==> src/rtl/md5_guess_dispatcher_pkg.sv <==
// md5_guess_dispatcher_pkg
//   Shared definitions for the md5 guess dispatcher: FSM state encoding,
//   candidate width, ASCII message width and the BCD -> ASCII helper.
//   No ports (package).
package md5_guess_dispatcher_pkg;

    localparam int         DIGITS   = 8;
    localparam int         BCD_W    = 4 * DIGITS;
    localparam int         MSG_W    = 64;
    localparam logic [3:0] ASCII_HI = 4'h3;

    typedef enum logic [1:0] {
        S_IDLE = 2'd0,
        S_RUN  = 2'd1,
        S_HALT = 2'd2,
        S_DONE = 2'd3
    } state_e;

    // Each digit d becomes byte {3, d}; the most significant digit lands in
    // the top byte so it is the first character of the message.
    function automatic logic [MSG_W-1:0] bcd_to_ascii(input logic [BCD_W-1:0] bcd);
        logic [MSG_W-1:0] msg;
        msg = '0;
        for (int i = 0; i < DIGITS; i++) begin
            msg[8*i +: 8] = {ASCII_HI, bcd[4*i +: 4]};
        end
        return msg;
    endfunction

endpackage

==> src/rtl/md5_guess_dispatcher_bcd8_inc.sv <==
// bcd8_inc
//   Combinational 8-digit packed-BCD increment by one.
//   Ports:
//     bcd_i   [31:0]  current value, packed BCD
//     bcd_o   [31:0]  value + 1, packed BCD (wraps to 0 on overflow)
//     carry_o         carry out of the most significant digit
module bcd8_inc
    import md5_guess_dispatcher_pkg::*;
(
    input  logic [BCD_W-1:0] bcd_i,
    output logic [BCD_W-1:0] bcd_o,
    output logic             carry_o
);

    // Ripple the +1 from the least significant digit; a 9 rolls to 0 and
    // keeps the carry alive, anything else absorbs it.
    always_comb begin
        bcd_o   = bcd_i;
        carry_o = 1'b1;
        for (int i = 0; i < DIGITS; i++) begin
            if (carry_o) begin
                if (bcd_i[4*i +: 4] == 4'd9) begin
                    bcd_o[4*i +: 4] = 4'd0;
                end else begin
                    bcd_o[4*i +: 4] = bcd_i[4*i +: 4] + 4'd1;
                    carry_o         = 1'b0;
                end
            end
        end
    end

endmodule

==> src/rtl/md5_guess_dispatcher.sv <==
// md5_guess_dispatcher
//   Sweeps 8-digit decimal password candidates from START_BCD to 99999999
//   and hands each one, as an 8-byte ASCII message, to the lowest-index idle
//   md5 lane. Halts on a found pulse or when the range is exhausted.
//   Optional feature macro: DISPATCH_PAUSE_EN adds pause_i, which freezes
//   issuing and cur_bcd_o while in S_RUN.
//   Ports:
//     clk_i          system clock
//     rst_i          synchronous active-high reset
//     start_i        pulse: begin / restart the sweep from START_BCD
//     found_i        pulse: halt the sweep
//     pause_i        (DISPATCH_PAUSE_EN only) hold issuing while high
//     lane_ready_i   per-lane idle indication
//     lane_valid_o   per-lane one-cycle issue strobe
//     lane_msg_o     per-lane ASCII message, lane i at [64*i +: 64]
//     cur_bcd_o      next candidate to be issued, packed BCD
//     busy_o         high in S_RUN
//     done_o         high in S_DONE
//
//   state  | meaning
//   S_IDLE | after reset, waiting for start
//   S_RUN  | issuing one candidate per cycle to the first ready lane
//   S_HALT | stopped by found; start restarts from START_BCD
//   S_DONE | 99999999 issued; start restarts from START_BCD
module md5_guess_dispatcher
    import md5_guess_dispatcher_pkg::*;
#(
    parameter int          NUM_LANES = 2,
    parameter logic [31:0] START_BCD = 32'h0000_0000
) (
    input  logic                       clk_i,
    input  logic                       rst_i,
    input  logic                       start_i,
    input  logic                       found_i,
`ifdef DISPATCH_PAUSE_EN
    input  logic                       pause_i,
`endif
    input  logic [NUM_LANES-1:0]       lane_ready_i,
    output logic [NUM_LANES-1:0]       lane_valid_o,
    output logic [MSG_W*NUM_LANES-1:0] lane_msg_o,
    output logic [BCD_W-1:0]           cur_bcd_o,
    output logic                       busy_o,
    output logic                       done_o
);

    state_e                     state_q, state_d;
    logic [BCD_W-1:0]           cur_bcd_q, cur_bcd_d;
    logic [NUM_LANES-1:0]       lane_valid_q, lane_valid_d;
    logic [MSG_W*NUM_LANES-1:0] lane_msg_q, lane_msg_d;

    logic [BCD_W-1:0]           bcd_next;
    logic                       bcd_carry;
    logic [NUM_LANES-1:0]       grant;
    logic [MSG_W-1:0]           msg_ascii;
    logic                       issue_en;
    logic                       issue;

`ifdef DISPATCH_PAUSE_EN
    assign issue_en = ~pause_i;
`else
    assign issue_en = 1'b1;
`endif

    bcd8_inc u_bcd8_inc (
        .bcd_i   (cur_bcd_q),
        .bcd_o   (bcd_next),
        .carry_o (bcd_carry)
    );

    // Lowest-index ready lane wins: a lane is granted only if no lower lane
    // is ready.
    for (genvar g = 0; g < NUM_LANES; g++) begin : g_pick
        if (g == 0) begin : g_first
            assign grant[g] = lane_ready_i[0];
        end else begin : g_rest
            assign grant[g] = lane_ready_i[g] & ~(|lane_ready_i[g-1:0]);
        end
    end

    assign msg_ascii = bcd_to_ascii(cur_bcd_q);

    // found has priority over any ready lane in the same cycle.
    assign issue = (state_q == S_RUN) && !found_i && issue_en && (|lane_ready_i);

    always_comb begin
        state_d      = state_q;
        cur_bcd_d    = cur_bcd_q;
        lane_valid_d = '0;
        lane_msg_d   = lane_msg_q;

        case (state_q)
            S_IDLE, S_HALT, S_DONE: begin
                if (start_i && !found_i) begin
                    state_d   = S_RUN;
                    cur_bcd_d = START_BCD;
                end
            end

            S_RUN: begin
                if (found_i) begin
                    state_d = S_HALT;
                end else if (issue) begin
                    lane_valid_d = grant;
                    for (int i = 0; i < NUM_LANES; i++) begin
                        if (grant[i]) begin
                            lane_msg_d[MSG_W*i +: MSG_W] = msg_ascii;
                        end
                    end
                    // Carry out means 99999999 just went out: hold it on
                    // the display rather than wrapping to zero.
                    if (bcd_carry) begin
                        state_d = S_DONE;
                    end else begin
                        cur_bcd_d = bcd_next;
                    end
                end
            end

            default: state_d = S_IDLE;
        endcase
    end

    always_ff @(posedge clk_i) begin
        if (rst_i) begin
            state_q      <= S_IDLE;
            cur_bcd_q    <= START_BCD;
            lane_valid_q <= '0;
            lane_msg_q   <= '0;
        end else begin
            state_q      <= state_d;
            cur_bcd_q    <= cur_bcd_d;
            lane_valid_q <= lane_valid_d;
            lane_msg_q   <= lane_msg_d;
        end
    end

    assign lane_valid_o = lane_valid_q;
    assign lane_msg_o   = lane_msg_q;
    assign cur_bcd_o    = cur_bcd_q;
    assign busy_o       = (state_q == S_RUN);
    assign done_o       = (state_q == S_DONE);

endmodule

==> config.mk <==
export PLATFORM = sky130hd
export DESIGN_NAME = md5_guess_dispatcher
export DESIGN_NICKNAME = d
export VERILOG_FILES = /design/src/rtl/md5_guess_dispatcher_pkg.sv /design/src/rtl/md5_guess_dispatcher_bcd8_inc.sv /design/src/rtl/md5_guess_dispatcher.sv
export SDC_FILE = /design/constraint.sdc
export NUM_CORES = 1
export LEC_CHECK = 0
export ABC_AREA = 1
export BUFFER_PORTS_ARGS = -buffer_cell sky130_fd_sc_hd__buf_2
export CAP_MARGIN = 20
export CELL_PAD_IN_SITES_DETAIL_PLACEMENT = 0
export CELL_PAD_IN_SITES_GLOBAL_PLACEMENT = 1
export CORE_MARGIN = 10
export CORE_UTILIZATION = 36
export DETAILED_ROUTE_END_ITERATION = 7
export GPL_TIMING_DRIVEN = 0
export PLACE_DENSITY_LB_ADDON = 0.1
export SYNTH_ARGS = -nofsm -noshare
export SYNTH_HDL_FRONTEND = slang
export SYNTH_SLANG_ARGS = --single-unit
==> constraint.sdc <==
create_clock -name clk_i -period 2.1 [get_ports clk_i]
set_clock_uncertainty 0.15 [all_clocks]
set_input_delay 0.42 -clock clk_i [delete_from_list [all_inputs] [get_ports clk_i]]
set_output_delay 0.42 -clock clk_i [all_outputs]
set_load 0.05 [all_outputs]
### Word level (Yosys, flattened, before mapping)

Index checks and enable logic that the tools add are counted.

| cells by class | value |
|---|---|
| add/sub/neg operators | 8 |
| eq/ne operators | 24 |
| multiplexer cells | 40 |
| reduce and logical (&&, ||, !) cells | 19 |
| bitwise logic cells | 5 |

Operator list:

| kind | count |
|---|---|
| 32-bit 2-to-1 mux | 4 |
| 32-bit case mux with 2 select lines | 1 |
| 4-bit 2-to-1 mux | 15 |
| 5-bit AND reduction | 7 |
| 4-bit by 1-bit adder with 4-bit output (second input constant) | 8 |
| 4-bit equality test (second input constant) | 8 |
| 2-bit by 1-bit inequality test with 1-bit output (second input constant) | 8 |
| 1-bit 2-to-1 mux | 15 |
| 4-bit AND reduction | 3 |
| 2-bit 2-to-1 mux | 4 |
| 2-bit inequality test (second input constant) | 3 |
| 3-bit by 2-bit inequality test with 1-bit output (second input constant) | 2 |
| 2-bit equality test (second input constant) | 2 |
| 1-bit inverter | 4 |
| 2-bit case mux with 2 select lines | 1 |
| 4-bit OR reduction | 1 |
| 1-bit logical AND | 3 |
| 3-bit AND reduction | 1 |
| 3-bit OR reduction | 1 |
| 2-bit by 1-bit equality test with 1-bit output (second input constant) | 1 |
| 2-bit zero test | 1 |
| 2-bit OR reduction | 1 |
| 1-bit AND | 1 |
| 1-bit zero test | 1 |

| word-level totals | value |
|---|---|
| bits in registers | 130 |
| input port bits | 6 |

### Longest topological paths before layout

| logic depth | value |
|---|---|
| depth after elaboration | 13 |
| mapped depth | 13 |
| depth with buffers taken out | 13 |

### Hierarchy

A second synthesis with hierarchy kept.

| second synthesis, totals | value |
|---|---|
| cells, all modules | 764 |
| area total of the unflattened synthesis | 5390.2 um^2 |

By module, submodules not included:

| module | area each (um^2) | sequential area each (um^2) | times used | cells an instance |
|---|---|---|---|---|
| md5_guess_dispatcher | 4540.6 | 2042.0 | 1 | 590 |
| bcd8_inc | 849.6 | 0.0 | 1 | 174 |

### Least setup slack after synthesis

No wires, ideal clock.

| timing path | value |
|---|---|
| kind | flip-flop to flip-flop |
| start | register cur_bcd_q[9], in the netlist cur_bcd_o[9] |
| end | register cur_bcd_q[20], in the netlist cur_bcd_o[20] |
| cell stages (with the launch flop) | 13 |
| path slack | -0.065 ns |
| data required time | 1.835 ns |
| library setup time | 0.115 ns |
| clock period less this slack | 2.165 ns |
| arrival | 1.900 ns |
| cell sequence | dfxtp_1 > inv_1 > ha_1 > nand2_1 > nor2_1 > nand2_1 > nor2_4 > nand3_4 > nand2_8 > nor2_2 > inv_2 > nor2_1 > nor2_1 |

| on the way | value |
|---|---|
| cells in the longest elaborated chain, start to end | 10 |
| elaborated cells between the ends (all ways) | 11 |
| those cells by class | eq/ne (3); mux (7); reduce/logical (1) |

RTL lines:

| element | RTL line | RTL |
|---|---|---|
| start: declaration | md5_guess_dispatcher.sv:47 | `logic [BCD_W-1:0] cur_bcd_q, cur_bcd_d;` |
| start signal: assignment | md5_guess_dispatcher.sv:131 | `cur_bcd_q <= cur_bcd_d;` |
| 4-bit equality test (*) | md5_guess_dispatcher_bcd8_inc.sv:22 | `if (bcd_i[4*i +: 4] == 4'd9) begin` |
| 1-bit 2-to-1 mux (*) | md5_guess_dispatcher_bcd8_inc.sv:22 |  |
| 1-bit 2-to-1 mux (*) (3 in a row) | md5_guess_dispatcher_bcd8_inc.sv:21 | `if (carry_o) begin` |
| 1-bit 2-to-1 mux (3 in a row) | md5_guess_dispatcher_bcd8_inc.sv:21 |  |
| 2-bit inequality test (no line) | -- |  |
| 5-bit AND reduction (no line) (*) | -- |  |

Mark *: on every way between the ends. The rest lies on a longest branch, timed or not.
A chain may end at the register's enable or synchronous reset.

### Worst setup path after layout

| timing path | value |
|---|---|
| start | register state_q[0] |
| end | output busy_o |

| on the way | value |
|---|---|
| cells in the longest elaborated chain, start to end | 1 |

RTL lines:

| element | RTL line | RTL |
|---|---|---|
| start: declaration | md5_guess_dispatcher.sv:46 | `state_e state_q, state_d;` |
| start signal: assignment | md5_guess_dispatcher.sv:130 | `state_q <= state_d;` |
| 2-bit by 1-bit equality test with 1-bit output | md5_guess_dispatcher.sv:140 | `assign busy_o = (state_q == S_RUN);` |
| end: declaration | md5_guess_dispatcher.sv:42 | `output logic busy_o,` |

Every way passes these cells.

==> run summary <==
Share of flip-flops with an asynchronous set or reset after synthesis -> 0%
Last weighted congestion value of the routability-driven placer -> 0.808
Die area -> 18600 µm²
Area of the mapped netlist -> 4880 µm²
Met2 routing resource usage after global routing -> 27.2%
Root Driver -> clkbuf_16
Total detailed-routing wirelength -> 15100 µm
Launch instance of the worst register-to-register path -> cur_bcd_o[9]
Maximum frequency from static timing analysis -> 496 MHz
Hold Crit Depth -> 4
Internal reg-to-reg setup slack -> 140 ps
Crit end category -> primary output
Net count reported at finish -> 827
Req. time, crit path -> 1530 ps
LEAKAGE -> 3.24 nW
Total half-perimeter wirelength after legalization and detailed placement -> 11700 µm
Final critical-path share of the clock period -> 96.0%
Count of pins on the block boundary -> 170
Cell accounting for the most synthesized area -> dfxtp_1
Met3 track demand over resource -> 6.09%
Setup TNS -> 0 ps
Insertion delay to the later sink of the worst-skew pair -> 350 ps
Via count of the first global-routing pass -> 4270
Met1 Usage GRT -> 18.6%
Capture point of the worst reg-to-reg path -> cur_bcd_o[24]
Terminating pin of the worst hold path -> state_q[0]
Sequential share of the synthesized area -> 41.8%
Area of the core -> 13200 µm²
Count of vias placed by the detailed router -> 4493
Number of failing hold endpoints at the final stage -> 0
Die Y-Extent -> 136 µm
Cell depth of the worst flop-to-flop path -> 13
Area of the multi-input gates -> 2210 µm²
Clock slew seen by the registers of the worst setup and hold paths -> 60 ps
Average footprint of a synthesized cell -> 7.77 µm²
Initial core utilization -> 36.9%
Diodes inserted -> 0
Min setup slack post-route -> 83.5 ps
Cell row count -> 42
Growth of design area from synthesis to finish -> 28.0%
Number of enable flip-flop cells after synthesis -> 0
Total congestion overflow -> 0
Number of buffers added on ports -> 136
Setup slack at placement -> -92.5 ps
Max-slew headroom at the worst pin -> 58.8%
Residual DRC count -> 0
Total count of max-transition violations in the final report -> 0
Share of layout cells above drive strength 1 -> 34.9%
Maximum buffer depth of the clock tree -> 2
Maximum capacitance violations -> 0
Antenna violations before repair -> 0
Global-route wire length before repair -> 23300 µm
Arrival @ worst endpoint -> 1450 ps
Finish-stage setup viols -> 0
First-pass DRT Iterations -> 4
Post-detailed-route via-to-cell ratio -> 4.55
Critical Path Start Type -> register
Num CTS Buffers -> 9
Antenna-violating nets left -> 0
Final critical delay including setup and external delays -> 2020 ps
Busiest layer in global routing -> met2
Yosys warning count -> 0
Maximum number of pins on one net before global-route repair -> 18
Critical path start-end classification -> register to primary output
Largest fanout on the critical path -> 10
Total of hold buffers inserted after clock tree synthesis -> 0
Beginning of the worst hold path -> found_i
Total power divided by cell area -> 941 nW/µm²
Unrepaired setup endpoints after global routing -> no
Dominant cells by area after synthesis -> dfxtp_1, buf_4, nor2_1
Detailed Route Iter0 Violations -> 245
H-tree level count -> 3
Sequential standard cell area -> 2060 µm²
Wire length per cell after detailed routing -> 15.3 µm
Worst hold slack after final layout -> 305 ps
Cells after Synth -> 628
Class of the most critical hold timing path -> input pin to register
Max IR drop VDD -> 0.000622 V
Number of distinct library cell variants in the gate-level netlist after synthesis -> 40
Clock tree from TritonCTS -> built
Share of the synthesized area in the top cell type -> 41.8%
Overall routing resource usage -> 15.9%
Floorplan die width -> 136 µm
CTS sink cnt -> 102
Flip-flop cell with the highest count after synthesis -> dfxtp_1
Number of register bits inferred by synthesis -> 102
Filler cell count -> 1368
Outcome -> complete, no violations
Pin slew with the least headroom to its limit -> 619 ps
## placed cells by master, fill, tap and decap left out, types with 3 or more instances in the layout
| master | count |
|---|---|
| o21ai_1 | 9 |
| nor2_2 | 6 |
| ha_1 | 14 |
| inv_1 | 33 |
| buf_2 | 142 |
| o21ai_0 | 76 |
| nand2_1 | 43 |
| inv_2 | 14 |
| dfxtp_2 | 10 |
| nand2_4 | 4 |
| dfxtp_1 | 91 |
| buf_4 | 65 |
| conb_1 | 32 |
| nor2_4 | 7 |
| clkbuf_16 | 9 |
| a21oi_1 | 53 |
| nand3_1 | 17 |
| nor2_1 | 122 |
| xnor2_1 | 6 |
| clkbuf_8 | 3 |
| clkbuf_1 | 15 |
| xor2_1 | 7 |
| nand2_2 | 4 |
## state kept, by name, summed over array words and instances (netlist names)
register      flops
lane_msg_o       66
cur_bcd_o        32
lane_valid_o      2
state_q           2
## cell usage after synthesis, types with 2 or more instances
cell type  count
nand4_1        2
nor2_2         7
buf_4         65
o21ai_2        2
a21oi_1       53
nand2_2        3
nand3_1       18
nor2_1       124
nand2_4        4
inv_1         38
clkbuf_1      12
inv_4          2
xnor2_1        6
o21ai_1        9
o31ai_1        2
inv_2          9
ha_1          14
nor2_4         4
buf_2          7
nand2_8        2
nand2_1       44
o21ai_0       76
dfxtp_1      102
xor2_1         7
## final cells by class
type / count / area share, %
buffer: 86 / 9.35
clock buffer: 16 / 4.51
inverter: 50 / 3.08
multi-input combinational: 421 / 35.3
sequential: 102 / 32.9
tap: 176 / 3.52
timing repair buffer: 137 / 11.3
## stage by stage
| stage | cells | cell area, µm² | power, mW | util, % |
|---|---|---|---|---|
| floorplan | 659 | 5010 | 3.86 | - |
| global placement | 971 | 5910 | 4.30 | 44.6 |
| detailed placement | 971 | 5910 | 4.31 | 44.6 |
| CTS | 987 | 6200 | 5.92 | 46.8 |
| global route | 988 | 6250 | 6.21 | 47.2 |
| finish | 988 | 6250 | 5.88 | 47.2 |
## worst max-delay path, cell delays in order, from the launching register on
cell      delay, ps
dfxtp_1         400
nand2_4         140
inv_4           120
buf_6           170
clkbuf_4        250
## how the worst max path moves through the flow
stage | from | end | slack [ps] | depth (start not counted)
detailed placement | rst_i | lane_msg_o[8] | -90 | 6
floorplan | cur_bcd_o[8] | cur_bcd_o[24] | 0.3 | 12
finish | state_q[0] | busy_o | 80 | 4
CTS | cur_bcd_o[1] | cur_bcd_o[24] | 50 | 13
global route | cur_bcd_o[17] | cur_bcd_o[25] | 2 | 13
global placement | rst_i | lane_msg_o[8] | -60 | 6
## power by group
part	switching (mW)	leakage (nW)	internal [mW]
clock network	0.692	0.137	0.904
logic	1.47	2.27	0.489
registers	0.213	0.835	2.11
total	2.37	3.24	3.51
## logic make-up (layout without fill, tap and decap cells)
family | after synthesis | count (layout) | share of synthesized area (%)
AOI/OAI and AO/OA | 147 | 147 | 15.6
xor gates and xnor gates | 13 | 13 | 2.33
adders and majority gates | 14 | 14 | 3.59
buffers and inverters | 136 | 289 | 15.9
DFF | 102 | 102 | 41.8
other | 1 | 32 | 0.0768
and+or+nand+nor | 215 | 215 | 20.7
## metal layers
layer / up-vias / wire length, µm
met5: - / 0
met4: 0 / 106
met3: 7 / 1460
met2: 141 / 7360
met1: 2054 / 6180
li1: 2291 / -
## what timing repair did
item / 4_1_cts / 5_1_grt
cloned: 0 / 0
setup buffers: 0 / 1
pin swaps: 0 / 4
gates resized for setup: 1 / 16
setup endpoints to repair: 3 / 43
Note: power is estimated with default switching activity, not from simulation.
